==> src/rtl/typhoon_sram_pkg.sv <==
// Shared SRAM widths and burst reader state encoding.
// Used by the SRAM controller and its port clients.
package typhoon_sram_pkg;
  localparam int SRAM_ADDR_W    = 20;
  localparam int SRAM_DATA_W    = 16;
  localparam int SRAM_NUM_PORTS = 4;

  typedef enum logic [1:0] {
    IDLE,
    ISSUE,
    DRAIN
  } reader_state_t;
endpackage

==> src/rtl/sram_resp_fifo.sv <==
// Response buffer for the burst reader.
// Head word is held in registered storage.
module sram_resp_fifo #(
  parameter int DEPTH  = 8,
  parameter int DATA_W = 16
) (
  input  logic              clk,
  input  logic              rst_n,
  input  logic              push,
  input  logic [DATA_W-1:0] wdata,
  input  logic              pop,
  output logic [DATA_W-1:0] rdata,
  output logic              full,
  output logic              empty
);
  localparam int AW = $clog2(DEPTH);

  logic [DATA_W-1:0] mem [DEPTH];
  logic [AW-1:0]     wr_ptr;
  logic [AW-1:0]     rd_ptr;
  logic [AW:0]       count;
  logic              do_push;
  logic              do_pop;

  assign do_pop  = pop && !empty;
  assign do_push = push && (!full || do_pop);

  always_ff @(posedge clk or negedge rst_n) begin
    if (!rst_n) begin
      wr_ptr <= '0;
      rd_ptr <= '0;
      count  <= '0;
      for (int i = 0; i < DEPTH; i++) mem[i] <= '0;
    end else begin
      if (do_push) begin
        mem[wr_ptr] <= wdata;
        wr_ptr      <= wr_ptr + AW'(1);
      end
      if (do_pop) rd_ptr <= rd_ptr + AW'(1);
      count <= count + (AW+1)'(do_push) - (AW+1)'(do_pop);
    end
  end

  assign rdata = mem[rd_ptr];
  assign full  = (count == (AW+1)'(DEPTH));
  assign empty = (count == '0);
endmodule

==> src/rtl/sram_burst_reader.sv <==
// Burst read client for one SRAM controller port.
// Issue is throttled by buffer credits so responses never overflow.
module sram_burst_reader
  import typhoon_sram_pkg::*;
#(
  parameter int ADDR_W    = SRAM_ADDR_W,
  parameter int DATA_W    = SRAM_DATA_W,
  parameter int LEN_W     = 12,
  parameter int BUF_DEPTH = 8
) (
  input  logic              BOARD_CLK,
  input  logic              RESET_N,
  input  logic              cmd_valid,
  output logic              cmd_ready,
  input  logic [ADDR_W-1:0] cmd_addr,
  input  logic [LEN_W-1:0]  cmd_len,
  output logic              QueueReadReq,
  output logic [ADDR_W-1:0] AddressToSRAM,
  input  logic              DataReady,
  input  logic [DATA_W-1:0] DataFromSRAM,
  output logic              out_valid,
  input  logic              out_ready,
  output logic [DATA_W-1:0] out_data,
  output logic              out_last,
  output logic              busy,
  output logic              done,
  output logic              err_unexpected
);
  localparam int CW = $clog2(BUF_DEPTH) + 1;

  reader_state_t     state, state_n;
  logic [ADDR_W-1:0] cur_addr, iss_addr;
  logic [LEN_W-1:0]  remaining, iss_rem;
  logic [LEN_W-1:0]  pop_left;
  logic [CW-1:0]     credits;
  logic [CW-1:0]     outstanding;
  logic              issue, last_pop, pop;
  logic              resp_wr, fifo_full, fifo_empty;

  assign pop     = out_valid && out_ready;
  assign resp_wr = DataReady && (outstanding != '0) && (!fifo_full || pop);

  // The first request is issued straight from IDLE on acceptance.
  always_comb begin
    state_n  = state;
    issue    = 1'b0;
    last_pop = 1'b0;
    iss_addr = cur_addr;
    iss_rem  = remaining;
    unique case (state)
      IDLE: begin
        iss_addr = cmd_addr;
        iss_rem  = cmd_len;
        issue    = cmd_valid && (cmd_len != '0);
      end
      ISSUE: issue = (credits < CW'(BUF_DEPTH));
      DRAIN: begin
        if (pop && pop_left == LEN_W'(1)) begin
          state_n  = IDLE;
          last_pop = 1'b1;
        end
      end
      default: state_n = IDLE;
    endcase
    if (issue) state_n = (iss_rem == LEN_W'(1)) ? DRAIN : ISSUE;
  end

  always_ff @(posedge BOARD_CLK or negedge RESET_N) begin
    if (!RESET_N) begin
      state          <= IDLE;
      cur_addr       <= '0;
      remaining      <= '0;
      pop_left       <= '0;
      credits        <= '0;
      outstanding    <= '0;
      QueueReadReq   <= 1'b0;
      AddressToSRAM  <= '0;
      done           <= 1'b0;
      err_unexpected <= 1'b0;
    end else begin
      state        <= state_n;
      QueueReadReq <= issue;
      if (issue) begin
        AddressToSRAM <= iss_addr;
        cur_addr      <= iss_addr + ADDR_W'(1);
        remaining     <= iss_rem - LEN_W'(1);
      end
      if (state == IDLE && cmd_valid) pop_left <= cmd_len;
      else if (pop) pop_left <= pop_left - LEN_W'(1);
      credits     <= credits + CW'(issue) - CW'(pop);
      outstanding <= outstanding + CW'(issue) - CW'(resp_wr);
      if (DataReady && outstanding == '0) err_unexpected <= 1'b1;
      done <= (state == IDLE && cmd_valid && cmd_len == '0) || last_pop;
    end
  end

  sram_resp_fifo #(
    .DEPTH  (BUF_DEPTH),
    .DATA_W (DATA_W)
  ) u_fifo (
    .clk   (BOARD_CLK),
    .rst_n (RESET_N),
    .push  (resp_wr),
    .wdata (DataFromSRAM),
    .pop   (pop),
    .rdata (out_data),
    .full  (fifo_full),
    .empty (fifo_empty)
  );

  assign out_valid = !fifo_empty;
  assign out_last  = out_valid && (pop_left == LEN_W'(1));
  assign cmd_ready = (state == IDLE);
  assign busy      = (state != IDLE);
endmodule

==> config.mk <==
export PLATFORM = sky130hd
export DESIGN_NAME = sram_burst_reader
export DESIGN_NICKNAME = d
export VERILOG_FILES = /design/src/rtl/typhoon_sram_pkg.sv /design/src/rtl/sram_resp_fifo.sv /design/src/rtl/sram_burst_reader.sv
export SDC_FILE = /design/constraint.sdc
export NUM_CORES = 1
export LEC_CHECK = 0
export BUFFER_PORTS_ARGS = -buffer_cell sky130_fd_sc_hd__buf_2
export CORE_ASPECT_RATIO = 1.1
export CORE_MARGIN = 1.5
export CORE_UTILIZATION = 35
export DETAILED_ROUTE_END_ITERATION = 8
export GPL_ROUTABILITY_DRIVEN = 0
export SYNTH_ARGS = -nofsm -noshare
export SYNTH_HDL_FRONTEND = slang
export SYNTH_HIERARCHICAL = 1
export SYNTH_SLANG_ARGS = --single-unit
==> constraint.sdc <==
create_clock -name BOARD_CLK -period 8.3 [get_ports BOARD_CLK]
set_input_delay 0 -clock BOARD_CLK [delete_from_list [all_inputs] [get_ports BOARD_CLK]]
set_output_delay 0 -clock BOARD_CLK [all_outputs]
set_load 0.005 [all_outputs]
# Yosys cells after proc, flatten, opt, wreduce, memory -nomap -nowiden
# Cells that the tools add are included.
# totals
reg_bits	215
# classes
n_bitwise	2
n_mux	17
n_addsub	11
eq_ne	7
magnitude_cmp	4
n_reduce_logical	27
# ops
operator	n
bitwise mux 128 bit	1
binary-select mux 16 bit (select 3 bit)	1
demux 16 bit (select 3 bit)	1
2-to-1 mux 16 bit	3
2-to-1 mux 12 bit	3
== test 12 x 1 -> 1 bit, second input constant	2
subtractor 12 x 1 -> 12 bit, second input constant	2
adder 20 x 1 -> 20 bit, second input constant	1
2-to-1 mux 20 bit	1
adder 4 x 1 -> 4 bit	3
logical AND 1 bit	12
zero test 12 bit	1
nonzero test 12 bit	1
subtractor 4 x 1 -> 4 bit	3
>= comparator 4 bit, second input constant	2
zero test 4 bit	2
inverter 3 -> 4 bit	2
adder 3 x 1 -> 3 bit, second input constant	2
2-to-1 mux 2 bit	3
== test 4 bit, second input constant	1
< comparator 4 x 1 -> 1 bit, second input constant	1
< comparator 4 bit, second input constant	1
one-hot mux 2 bit (2 select lines)	1
nonzero test 2 bit	2
12 further kinds	16

# Longest topological paths before layout
# logic_depth
word_depth	8
depth_mapped	16
depth_no_buf	15

# Hierarchy
# Netlist, hierarchy kept.
# by_module_without_submodules
module	seq_area_each_um2	instances	cells_per_inst	area_per_inst_um2
sram_resp_fifo	3453.3	1	389	6497.5
sram_burst_reader	1926.8	1	576	4869.7

# Least setup slack after synthesis
# OpenSTA, ideal clock, no wires.
# synth_path
path_type	flip-flop to flip-flop
start	register state[1]
end	register cur_addr[18]
setup_slack_ps	4651
arrival_ps	3512
period_less_slack_ps	3649
stages_incl_launch_ff	16
path_cell_list	dfrtp_1 > buf_6 > or2_1 > inv_2 > buf_1 > clkbuf_1 > clkbuf_1 > clkbuf_1 > nand2_1 > nand2_1 > ha_1 > a21boi_1 > nand3_1 > or4_1 > a31oi_1 > a21oi_1
# synth_between
elab_chain_cells	3
# synth_rtl
item	line	text
from (decl)	sram_burst_reader.sv:31	reader_state_t state, state_n;
from (signal assigned)	sram_burst_reader.sv:81	state <= state_n;
zero test 2 bit	n/a	
via cmd_ready	sram_burst_reader.sv:14	output logic cmd_ready,
2-to-1 mux 20 bit	sram_burst_reader.sv:50	unique case (state)
via iss_addr[0]	sram_burst_reader.sv:32	logic [ADDR_W-1:0] cur_addr, iss_addr;
adder 20 x 1 -> 20 bit	sram_burst_reader.sv:85	cur_addr <= iss_addr + ADDR_W'(1);
to (signal assigned)	sram_burst_reader.sv:85	
to (decl)	sram_burst_reader.sv:32	
# The timed path passes the listed nets, and every way through them passes these cells.
# A chain may end at the register's enable or synchronous reset.

# Worst setup path after layout
# layout_path
start	register state[1]
end	register cur_addr[18]
# layout_between
elab_chain_cells	3
# layout_rtl
item	line
zero test 2 bit	sram_burst_reader.sv:50
2-to-1 mux 20 bit	sram_burst_reader.sv:50
via iss_addr[0]	sram_burst_reader.sv:32
adder 20 x 1 -> 20 bit	sram_burst_reader.sv:85
# The timed path passes the listed nets, and every way through them passes these cells.

==> results.md <==
* Leakage at around 5.8 nW
* Max Cap Viol at 0
* Register area share after synthesis at 47.33%
* HPWL after DPL at 16670 microns
* Final setup violation count at 0
* Syn Inst Count at 965
* Synth Area per Inst at 11.78 sq um
* Row count at 69
* I/O Buffers at 95
* Post-Route WL at around 27000 microns
* Core area at 32120 sq um
* DR pass1 iterations at 5
* Post-synth EDFFs at 0
* Power Dens Cells at around 360 nW/um^2
* R2r worst-path depth at 10
* Unrepaired setup endpoints after global routing: no
* Commonest non-fill, non-tap cell in the layout: dfrtp_1
* Vias at 8021
* Area of the multi-input gates at 5533 sq um
* Final min period at between 3000 and 4000 ps
* Remaining Overflow, GRT at 0
* CP startpoint: state[1]
* Post-synth ARST share at between 90% and 100%
* CTS tree: yes
* Worst R2R End: cur_addr[18]
* Commonest cells after routing, fill and taps aside: dfrtp_1, mux2_2, buf_2
* Synthesized area at around 11000 sq um
* Fin area at between 10000 and 15000 sq um
* H-Tree Depth at 1
* Post-Synth Simple-Gate Area at ~10%
* Top FF cell, synth: dfrtp_1
* Worst rel slew slack at 22.95%
* Worst Setup Start Kind: register
* Top post-synthesis cells by area: dfrtp_1, mux2_2, mux4_2
* Pin count of the biggest net entering global routing at 97
* DR iter-0 viols at ~570
* # fillers at just over 3000
* Max VDD drop at roughly 0.00023 V
* XOR/XNOR Fraction of Synth Area at a little under 2%
* First-pass GRT wire length at between 40000 and 50000 microns
* Fmax at 0.2739 GHz
* Placed Instances at ~1400
* CTS max path bufs at 3
* Compound-Gate Fraction of Synth Area at about a tenth
* HP Class: input port to register
* Synth warn at 6
* Final period utilization at a little over two fifths
* Number of global-route vias before repair at just over 8000
* Clock transition at path regs at approximately 60 ps
* Share of cells above drive strength 1 at a little under a third
* Root Driver: clkbuf_16
* CP endpoint kind: register
* CP arrival at between 4000 and 5000 ps
* Layout Area Growth over Synthesis at 19.27%
* Slew Limit Fails at 0
* Num Clock Sinks at 215
* Fin cells at ~1500
* Antenna violations before repair at 0
* Starting Density at a little over a third
* Clk_lat worst skew at 540 ps
* Die area at roughly 34000 sq um
* Overall power at just under 0.005 W
* Largest family of logic cells by synthesized area: multiplexers
* Leading area contributor after synthesis: dfrtp_1
* Synth Area in Adders at 2.950%
* Sequential cell area at roughly 5400 sq um
* Post-route ant nets at 0
* Yosys top cell area share at 47.33%
* Worst r2r src: state[1]
* WP data required at approximately 8700 ps
* Min setup slack post-route at 4649 ps
* Syn_nets at between 1000 and 1500
* Final nets at 1173
* Setup Crit Path Kind: register to register
* Skew final at 29.62 ps
* DIE HEIGHT at a little under 200 microns
* Yosys reg bits at 215
* R2R Setup Slk at around 4600 ps
* Post-CTS Resized at 0
* Global-route usage over all layers at between 15 and 20%
* Place WS at roughly 4700 ps
* # diodes at 0
* Avg WL per Cell at between 15 and 20 microns
* Status: finished clean
* Mux cell area share after synthesis at around a quarter
* Yosys cell types at 80
* # IOs at 96
* Die X at 174.8 microns
* Setup tns final at 0 ps
* CTS Buf Count at 24
* CP Max Fanout at 64
* Least-Margin Pin Slew at approximately 1200 ps
* Final hold vios at 0
* DR DRC count at 0
* Post-DP Area at ~12000 sq um
* Crit path to: cur_addr[18]
* Vias per cell at 5.219
cell type report:
class / instances / share of cell area [%]
clock inverter: 9 / 1.089
inverter: 40 / 1.144
multi-input combinational: 651 / 40.81
tap: 426 / 3.931
sequential: 215 / 39.69
clock buffer: 33 / 5.048
timing repair buffer: 163 / 8.287
flip-flops by register name, indices dropped and copies added, names as in the netlist:
| signal | cells |
|---|---|
| u_fifo/count | 4 |
| pop_left | 12 |
| remaining | 12 |
| outstanding | 4 |
| credits | 4 |
| cur_addr | 20 |
| u_fifo/rd_ptr | 3 |
| state | 2 |
| done | 1 |
| u_fifo/wr_ptr | 3 |
| AddressToSRAM | 20 |
| err_unexpected | 1 |
| QueueReadReq | 1 |
| u_fifo/mem | 128 |
synth_stat cells (all sizes together), types with 3 or more instances:
library cell,count
dfrtp,215
mux2,153
nand2,72
a21oi,54
o21ai,49
nor2,47
inv,40
clkbuf,37
mux4,32
nor3,24
buf,22
ha,22
xnor2,18
mux2i,15
nand3,14
a31oi,11
or3,11
and2,10
o211ai,10
nor4,8
xor2,7
o31ai,6
a211oi,5
a21o,5
nor3b,5
o22ai,5
or3b,5
nand2b,4
nand4,4
or4,4
a21boi,3
a22oi,3
fa,3
nand4bb,3
o22a,3
repair_timing:
action | CTS | global route
hold buffers | 51 | 0
hold endpoints to repair | 280 | 0
setup endpoints to repair | 0 | 0
buffers inserted | 0 | 0
per-layer routing:
metal  GRT usage [%]  vias to the layer above  routed length [microns]
met4           3.748                        0                      508
met1           20.86                     4012                    11970
met3           2.613                       35                     1230
met5               0                        -                        0
met2           27.55                      186                    12930
li1                -                     3788                        -
power by group:
group          total [W]  leakage, nW  internal, W  switching, W
sequential       0.00186         2.56      0.00154      0.000320
clock            0.00112        0.406     0.000671      0.000447
combinational    0.00189         2.79      0.00107      0.000822
stage by stage:
step,utilization [%],hold slack (ps)
6_report,42.22,35.57
3_5_place_dp,38.04,76.65
3_3_place_gp,38.04,79.33
4_1_cts,42.22,6.177
5_1_grt,42.22,70.75
2_1_floorplan,-,-295.6
cell families (layout without fill, tap and decap cells):
kind of cell,Yosys count,count (layout)
compound gates,181,181
flops,215,215
buf+inv,99,245
xor+xnor,25,25
fa+ha+maj,25,25
simple gates,220,220
mux,200,200
worst max-delay path: stages, from the launching register on:
cell	delay, ps
dfrtp_1	590
or2_2	210
buf_4	540
nand2_1	150
nand2_1	100
ha_1	170
a21boi_1	450
nand3_1	460
or4_1	600
a31oi_1	180
a21oi_1	50
how the worst min path moves through the flow:
stage | from | end | slack [ps] | depth (start not counted)
after global routing | cmd_valid | done | 70 | 3
after detailed placement | RESET_N | u_fifo/mem[87] | 80 | 1
after CTS | cmd_valid | pop_left[0] | 6 | 3
after floorplan | RESET_N | AddressToSRAM[0] | -300 | 0
final | cmd_valid | pop_left[0] | 40 | 3
after global placement | RESET_N | u_fifo/mem[71] | 80 | 1
Power figures use the tool's default switching activity.
